### config.mk
export PLATFORM = sky130hd
export DESIGN_NAME = ram_copy_engine_flat
export DESIGN_NICKNAME = d
export VERILOG_FILES = /design/src/rtl/ram_copy_pkg.sv /design/src/rtl/ram_copy_engine_if.sv /design/src/rtl/ram_copy_engine.sv /design/src/flat_wrapper.sv
export SDC_FILE = /design/constraint.sdc
export NUM_CORES = 1
export LEC_CHECK = 0
export CAP_MARGIN = 20
export CORE_UTILIZATION = 39
export DETAILED_ROUTE_END_ITERATION = 10
export PLACE_DENSITY = 0.74
export SYNTH_ARGS = -nofsm -noshare
export SYNTH_HDL_FRONTEND = slang
export SYNTH_SLANG_ARGS = --single-unit
export TNS_END_PERCENT = 1
### constraint.sdc
create_clock -name clk -period 2.4 [get_ports clk]
set_clock_uncertainty 0.05 [all_clocks]
set_input_delay 0.48 -clock clk [delete_from_list [all_inputs] [get_ports clk]]
set_output_delay 0.48 -clock clk [all_outputs]
set_load 0.05 [all_outputs]
### src/rtl/ram_copy_pkg.sv
// ram_copy_pkg: shared types and defaults for the RAM copy engine.
//   state_t   : copy FSM states
//   DW_DEF    : default data word width
//   AW_DEF    : default address width (RAM depth 2**AW)
package ram_copy_pkg;

    localparam int DW_DEF = 8;
    localparam int AW_DEF = 7;

    typedef enum logic [1:0] {
        IDLE  = 2'd0,
        RUN   = 2'd1,
        DRAIN = 2'd2,
        DONE  = 2'd3
    } state_t;

endpackage

### src/rtl/ram_copy_engine_if.sv
// ram_copy_engine_if: command and RAM-side bus of the copy engine.
//   Command : start, src_addr, dst_addr, len (in)  / busy, done (out)
//   Read    : rd_addr (out, to RAM a1), rd_q (in, from RAM q1)
//   Write   : wr_addr, wr_data, wr_en (out, to RAM a2/d2/we2)
//   checksum (out) exists only when RAM_COPY_CSUM_EN is defined.
// modport master = engine side, modport slave = requester/RAM side.
interface ram_copy_engine_if #(
    parameter int DW = 8,
    parameter int AW = 7
);
    logic          start;
    logic [AW-1:0] src_addr;
    logic [AW-1:0] dst_addr;
    logic [AW:0]   len;
    logic          busy;
    logic          done;
    logic [AW-1:0] rd_addr;
    logic [DW-1:0] rd_q;
    logic [AW-1:0] wr_addr;
    logic [DW-1:0] wr_data;
    logic          wr_en;
`ifdef RAM_COPY_CSUM_EN
    logic [DW-1:0] checksum;

    modport master (
        input  start, src_addr, dst_addr, len, rd_q,
        output busy, done, rd_addr, wr_addr, wr_data, wr_en, checksum
    );
    modport slave (
        output start, src_addr, dst_addr, len, rd_q,
        input  busy, done, rd_addr, wr_addr, wr_data, wr_en, checksum
    );
`else
    modport master (
        input  start, src_addr, dst_addr, len, rd_q,
        output busy, done, rd_addr, wr_addr, wr_data, wr_en
    );
    modport slave (
        output start, src_addr, dst_addr, len, rd_q,
        input  busy, done, rd_addr, wr_addr, wr_data, wr_en
    );
`endif
endinterface

### src/rtl/ram_copy_engine.sv
// ram_copy_engine: copies len words from src to dst of a dual-port RAM with
// a 1-cycle registered read. Reads go out on port 1, writes on port 2, one
// word per cycle; the write trails its read by one cycle so the RAM output
// can be passed straight through to the write data.
// Ports:
//   clk   : rising-edge clock
//   rst_n : asynchronous active-low reset
//   bus   : ram_copy_engine_if.master (command, read port, write port)
// Optional: define RAM_COPY_CSUM_EN to add bus.checksum, the XOR of every
// word written by the current copy (cleared on start, held after done).
// Copy order is ascending; a destination that lies above the source within
// len words reads already-overwritten data and is not supported.
module ram_copy_engine
    import ram_copy_pkg::*;
#(
    parameter int DW = DW_DEF,
    parameter int AW = AW_DEF
) (
    input  logic              clk,
    input  logic              rst_n,
    ram_copy_engine_if.master bus
);

    state_t        state_q, state_d;
    logic [AW-1:0] rd_addr_q, rd_addr_d;
    logic [AW-1:0] wr_addr_q, wr_addr_d;
    logic [AW:0]   count_q, count_d;     // reads still to issue
    logic          wr_en_q, wr_en_d;     // read-valid stage == write strobe
    logic          accept;
    logic [DW-1:0] rd_word;

    // start is only honoured while not busy; DONE counts as not busy
    assign accept  = bus.start && (state_q == IDLE || state_q == DONE);
    assign rd_word = bus.rd_q;

    // ---------------- state register ----------------
    always_ff @(posedge clk or negedge rst_n) begin
        if (!rst_n) state_q <= IDLE;
        else        state_q <= state_d;
    end

    // ---------------- next-state logic ----------------
    always_comb begin
        state_d = state_q;
        case (state_q)
            IDLE, DONE: begin
                if (accept) state_d = (bus.len == '0) ? DONE : RUN;
                else        state_d = IDLE;
            end
            RUN:     if (count_q == (AW+1)'(1)) state_d = DRAIN;
            DRAIN:   state_d = DONE;   // one cycle for the trailing write
            default: state_d = IDLE;
        endcase
    end

    // ---------------- FSM outputs ----------------
    always_comb begin
        bus.busy = (state_q == RUN) || (state_q == DRAIN);
        bus.done = (state_q == DONE);
    end

    // ---------------- address / count datapath ----------------
    always_comb begin
        rd_addr_d = rd_addr_q;
        wr_addr_d = wr_addr_q;
        count_d   = count_q;
        // a read issued this cycle returns next cycle, where it is written
        wr_en_d   = (state_q == RUN);

        if (wr_en_q) wr_addr_d = wr_addr_q + 1'b1;

        if (accept) begin
            rd_addr_d = bus.src_addr;
            wr_addr_d = bus.dst_addr;
            count_d   = bus.len;
        end else if (state_q == RUN) begin
            rd_addr_d = rd_addr_q + 1'b1;
            count_d   = count_q - 1'b1;
        end
    end

    always_ff @(posedge clk or negedge rst_n) begin
        if (!rst_n) begin
            rd_addr_q <= '0;
            wr_addr_q <= '0;
            count_q   <= '0;
            wr_en_q   <= 1'b0;
        end else begin
            rd_addr_q <= rd_addr_d;
            wr_addr_q <= wr_addr_d;
            count_q   <= count_d;
            wr_en_q   <= wr_en_d;
        end
    end

    assign bus.rd_addr = rd_addr_q;
    assign bus.wr_addr = wr_addr_q;
    assign bus.wr_en   = wr_en_q;
    assign bus.wr_data = rd_word;

`ifdef RAM_COPY_CSUM_EN
    logic [DW-1:0] csum_q, csum_d;

    always_comb begin
        csum_d = csum_q;
        if (accept)       csum_d = '0;
        else if (wr_en_q) csum_d = csum_q ^ rd_word;
    end

    always_ff @(posedge clk or negedge rst_n) begin
        if (!rst_n) csum_q <= '0;
        else        csum_q <= csum_d;
    end

    assign bus.checksum = csum_q;
`endif

endmodule

### src/flat_wrapper.sv
// flat-port wrapper written by rule: the top's interface ports become plain ports
module ram_copy_engine_flat import ram_copy_pkg::*;
#(
    parameter int DW = DW_DEF,
    parameter int AW = AW_DEF
)
  (clk, rst_n, bus_start, bus_src_addr, bus_dst_addr, bus_len, bus_rd_q, bus_busy, bus_done, bus_rd_addr, bus_wr_addr, bus_wr_data, bus_wr_en);
  ram_copy_engine_if #(.DW(DW), .AW(AW)) bus_i ();
  input  logic clk;
  input  logic rst_n;
  input wire logic [$bits(bus_i.start)-1:0] bus_start;
  input wire logic [$bits(bus_i.src_addr)-1:0] bus_src_addr;
  input wire logic [$bits(bus_i.dst_addr)-1:0] bus_dst_addr;
  input wire logic [$bits(bus_i.len)-1:0] bus_len;
  input wire logic [$bits(bus_i.rd_q)-1:0] bus_rd_q;
  output wire logic [$bits(bus_i.busy)-1:0] bus_busy;
  output wire logic [$bits(bus_i.done)-1:0] bus_done;
  output wire logic [$bits(bus_i.rd_addr)-1:0] bus_rd_addr;
  output wire logic [$bits(bus_i.wr_addr)-1:0] bus_wr_addr;
  output wire logic [$bits(bus_i.wr_data)-1:0] bus_wr_data;
  output wire logic [$bits(bus_i.wr_en)-1:0] bus_wr_en;
  assign bus_i.start = bus_start;
  assign bus_i.src_addr = bus_src_addr;
  assign bus_i.dst_addr = bus_dst_addr;
  assign bus_i.len = bus_len;
  assign bus_i.rd_q = bus_rd_q;
  assign bus_busy = bus_i.busy;
  assign bus_done = bus_i.done;
  assign bus_rd_addr = bus_i.rd_addr;
  assign bus_wr_addr = bus_i.wr_addr;
  assign bus_wr_data = bus_i.wr_data;
  assign bus_wr_en = bus_i.wr_en;
  ram_copy_engine #(.DW(DW), .AW(AW)) u_core (.clk(clk), .rst_n(rst_n), .bus(bus_i));
endmodule
# Word level (Yosys, flattened, before mapping)

Index checks and enable logic that the tools add are counted.

Register bits: 25
Input bits: 33
Output and inout bits: 25
Logic and storage cells: 31

Add/sub/neg operators: 3
Equal/unequal tests: 5
Multiplexer cells: 10
Reductions and logical operators: 8

Operator list:

| cell                                                                  | count |
|---|---|
| 7-bit two-way mux                                                     | 4 |
| 8-bit two-way mux                                                     | 2 |
| 7-bit by 1-bit adder with 7-bit output, second input constant         | 2 |
| 8-bit by 1-bit equality test with 1-bit output, second input constant | 1 |
| 8-bit zero test                                                       | 1 |
| 8-bit by 1-bit subtractor with 8-bit output, second input constant    | 1 |
| 2-bit two-way mux                                                     | 3 |
| 2-bit one-hot mux with 3 select lines                                 | 1 |
| 2-bit equality test, second input constant                            | 2 |
| 2-bit nonzero test                                                    | 2 |
| 2-bit by 1-bit equality test with 1-bit output, second input constant | 1 |
| 2-bit zero test                                                       | 1 |
| 1-bit logical OR                                                      | 2 |
| 2-bit inequality test, second input constant                          | 1 |
| 2-bit OR reduction                                                    | 1 |
| 1-bit logical AND                                                     | 1 |

# Logic depth before layout (Yosys ltp)

Depth in word-level cells: 5
Depth in mapped cells: 6
Gate-level depth less buffers: 5

# Worst setup path after synthesis

OpenSTA, ideal clock, no wires.

Kind: register -> register
Start point: reg u_core.state_q[1]
End point: reg u_core.count_q[5]
Setup time: 0.082 ns
Arrival: 1.675 ns
Required time: 2.268 ns
Setup slack: 0.593 ns
Cell stages (with the launch flop): 6
Path buffers: 0
Period minus slack after synthesis: 1.807 ns
Cells stage by stage: dfrtp_1 > inv_1 > ha_1 > or4b_4 > or4_1 > a31oi_1

Elaborated cells between the ends (all ways): 7
Those cells by class: eq/ne: 2; mux: 1; reduce/logical: 4

RTL lines:

| element                                        | RTL line              | source |
|---|---|---|
| start, declared                                | ram_copy_engine.sv:24 | `state_t state_q, state_d;` |
| start signal, assigned                         | ram_copy_engine.sv:39 | `else state_q <= state_d;` |
| 2-bit by 1-bit equality test with 1-bit output | -                     |  |
| via u_core.wr_en_d                             | ram_copy_engine.sv:28 | `logic wr_en_q, wr_en_d;` |
| 2-bit nonzero test (no source line)            | -                     |  |
| end signal, assigned                           | ram_copy_engine.sv:91 | `count_q <= count_d;` |
| end, declared                                  | ram_copy_engine.sv:27 | `logic [AW:0] count_q, count_d;` |

The timed path passes the listed nets, and every way through them passes these cells.
A chain may end at the register's enable or synchronous reset.

# Worst setup path after layout

Start point: reg u_core.state_q[0]
End point: out bus_done

Word-level cells in the longest chain between the ends: 1

Ends and longest elaborated chain:

| element             | RTL line              | source |
|---|---|---|
| 2-bit equality test | ram_copy_engine.sv:59 | `bus.done = (state_q == DONE);` |
| end, declared       | flat_wrapper.sv:17    | `output wire logic [$bits(bus_i.done)-1:0] bus_done;` |

No other way between the ends.

==> impl_metrics.toml <==
[synthesis]
ys_types = 28
synth_ff_type = "dfrtp_1"
syn_inst = 152
synth-edff-count = 0
synth_nets = 192
synth.cells.most_frequent = "25 x dfrtp_1, 23 x nor2_1, 12 x a21oi_1"
avgSynthCellArea_sq_um = 9.26
yosys-top-cells-area = "dfrtp_1 44%, ha_1 6.2%, nor2_1 6.1%"
synthesis.area_sq_um = 1410
synth-seq-cells = 25
yosysMostFrequentCell = "dfrtp_1"
yosysSeqAreaShare_pct = 44.4
async_flop_share_pct = 100
synth_warnings = 0
yosysTopAreaCellShare_pct = 44.4
yosysTopAreaCell = "dfrtp_1"

[final_layout]
nFillCells = 316
n_antenna_cell = 0
drive_above_1_share_pct = 5.88
final_core_util_pct = 54.5
instances_no_fill = 233
finalNetCount = 228
area_growth_pct = 31.2
fin_area_sq_um = 1850

[die]
die_area_sq_um = 3850
initial_core_util_pct = 41.5
rows = 21
core_area_sq_um = 3390
ioPinCount = 58
chipWidth_um = 62.1
chipHeight_um = 62.1

[worst_hold_path]
hold_path_class = "input port to async pin"

[setup_path]
cp_top_family = "buffers and inverters"
critPathBufInv = 1
cp.arrival_ps = 1730
critPathMaxStageDelay_ps = 800
cp.required_ps = 1870
cp-end-kind = "primary output"
path_max_fanout = 4
crit_path_start_kind = "flip-flop"
crit_chain = "ha_1 > clkdlybuf4s50_1"
path_class = "flip-flop to primary output"
slowest_stage = "clkdlybuf4s50_1"

[cts]
clk_root_buffer_cell = "clkbuf_4"
cts.path.max_buffers = 2
cts_setup_buffers = 0
hold_buffers = 0
cts_inserted_buffers = 3
path_clk_slew_ps = 150
cts-resized-gates = 0
cts.sinks = 25
clkLatencyLatePin_ps = 330
cts_tree = "built"
cts_max_level = 1

[job]
cap_viol_max_count = 0

[sta]
finalSetupViolations = 0
drv_slew = 0
finalCritPeriodShare_pct = 94.2
worst_pin_slew_ps = 500
period_minus_slack_ps = 2260
hold_violations = 0
fmax_ghz = 0.442
relSlewSlack_pct = 66.5
rsz0062_at_grt = "false"
fin_setup_tns_ps = 0
hold-worst-slack_ps = 448

[placement]
gp_congestion = 0.783
place_area_sq_um = 1820
hpwl_um = 2420
port_buffers = 41
dpl.cell_count = 229

[global_route]
grt_max_degree = 31
grt.overflow.total = 0
antenna_found_initial = 0
track_usage_pct = 18.0
grt_pass1_vias = 1198
grt_pass1_wl_um = 5180

[detailed_routing]
drc = 0
vias = 1239
vias_per_cell = 5.32
drt_iter0_drc = 70
wl_per_cell_um = 13.5
postRouteAntennaNets = 0
drt_pre_antenna_iters = 4
wl_um = 3150

[power_and_ir_drop]
leakagePower_nw = 0.736
ir_drop_mv = 0.744
powerDensity_nw_per_um2 = 1490

[outcome]
status = "complete, no violations"
[logic make-up after synthesis]
group                      share of synthesized area [%]
buffers and inverters                               7.20
adders and majority gates                           6.22
and+or+nand+nor                                     18.7
DFF                                                 44.4
AOI/OAI and AO/OA                                   14.3
muxes                                               2.93
xor gates and xnor gates                            6.22
[report_power, final]
part	internal, W	switching [W]	total [W]
clock	0.0000638	0.000135	0.000198
combinational	0.000625	0.00104	0.00167
sequential	0.000639	0.000240	0.000879
total	0.00133	0.00142	0.00275
[cell usage in the layout, fill, tap and decap left out]
master,count
a21o_1,1
a21oi_1,12
a31oi_1,9
a41oi_1,1
and2_1,1
buf_4,4
clkbuf_4,3
clkdlybuf4s50_1,40
clkinvlp_4,1
dfrtp_1,25
ha_1,7
inv_1,6
mux2_1,1
mux2i_1,3
nand2_1,9
nand3_1,3
nand3b_1,1
nand4_1,4
nor2_1,23
nor4_1,1
o21ai_0,9
o31ai_1,1
o41ai_2,1
or3_1,8
or4_1,1
or4_4,1
or4b_4,1
xnor2_1,3
xor2_1,7
[layer usage]
layer | routed length (um) | global-route usage (%)
met4 | 8 | 3.17
met2 | 1540 | 32.5
met1 | 1430 | 22.9
met5 | 0 | 0
met3 | 173 | 2.69
[worst paths after layout]
| check | from | end | slack (ps) | cells after the start |
|---|---|---|---|---|
| max | u_core.state_q[0] | bus_done | 140 | 2 |
| min | rst_n | u_core.bus.rd_addr[5] | 450 | 2 |
| max reg2reg | u_core.state_q[1] | u_core.count_q[5] | 490 | 5 |
| min reg2reg | u_core.count_q[6] | u_core.count_q[6] | 550 | 2 |
| max in group asynchronous | rst_n | u_core.bus.wr_addr[1] | 1580 | 2 |
| min in group clk | u_core.count_q[6] | u_core.count_q[6] | 550 | 2 |
[stage by stage]
step | worst slack [ps] | power (W)
finish | 139 | 0.00275
global placement | 516 | 0.00248
global route | 81.9 | 0.00298
floorplan | 593 | 0.00206
CTS | 130 | 0.00277
detailed placement | 408 | 0.00257
[registers in the layout (all words and copies together) (netlist names)]
name	flops
u_core.bus.rd_addr	7
u_core.count_q	8
u_core.state_q	2
u_core.bus.wr_en	1
u_core.bus.wr_addr	7
[final cells by class]
| type | instances | area (sq um) | area share [%] |
|---|---|---|---|
| well taps | 46 | 57.6 | 3.12 |
| repair buffers | 44 | 430 | 23.3 |
| multi-input cells | 108 | 681 | 36.9 |
| flip-flops and latches | 25 | 626 | 33.9 |
| clock buffers | 3 | 22.5 | 1.22 |
| inverters | 6 | 22.5 | 1.22 |
| clock inverters | 1 | 7.51 | 0.407 |
No activity file was read; power rests on OpenSTA's default activity.
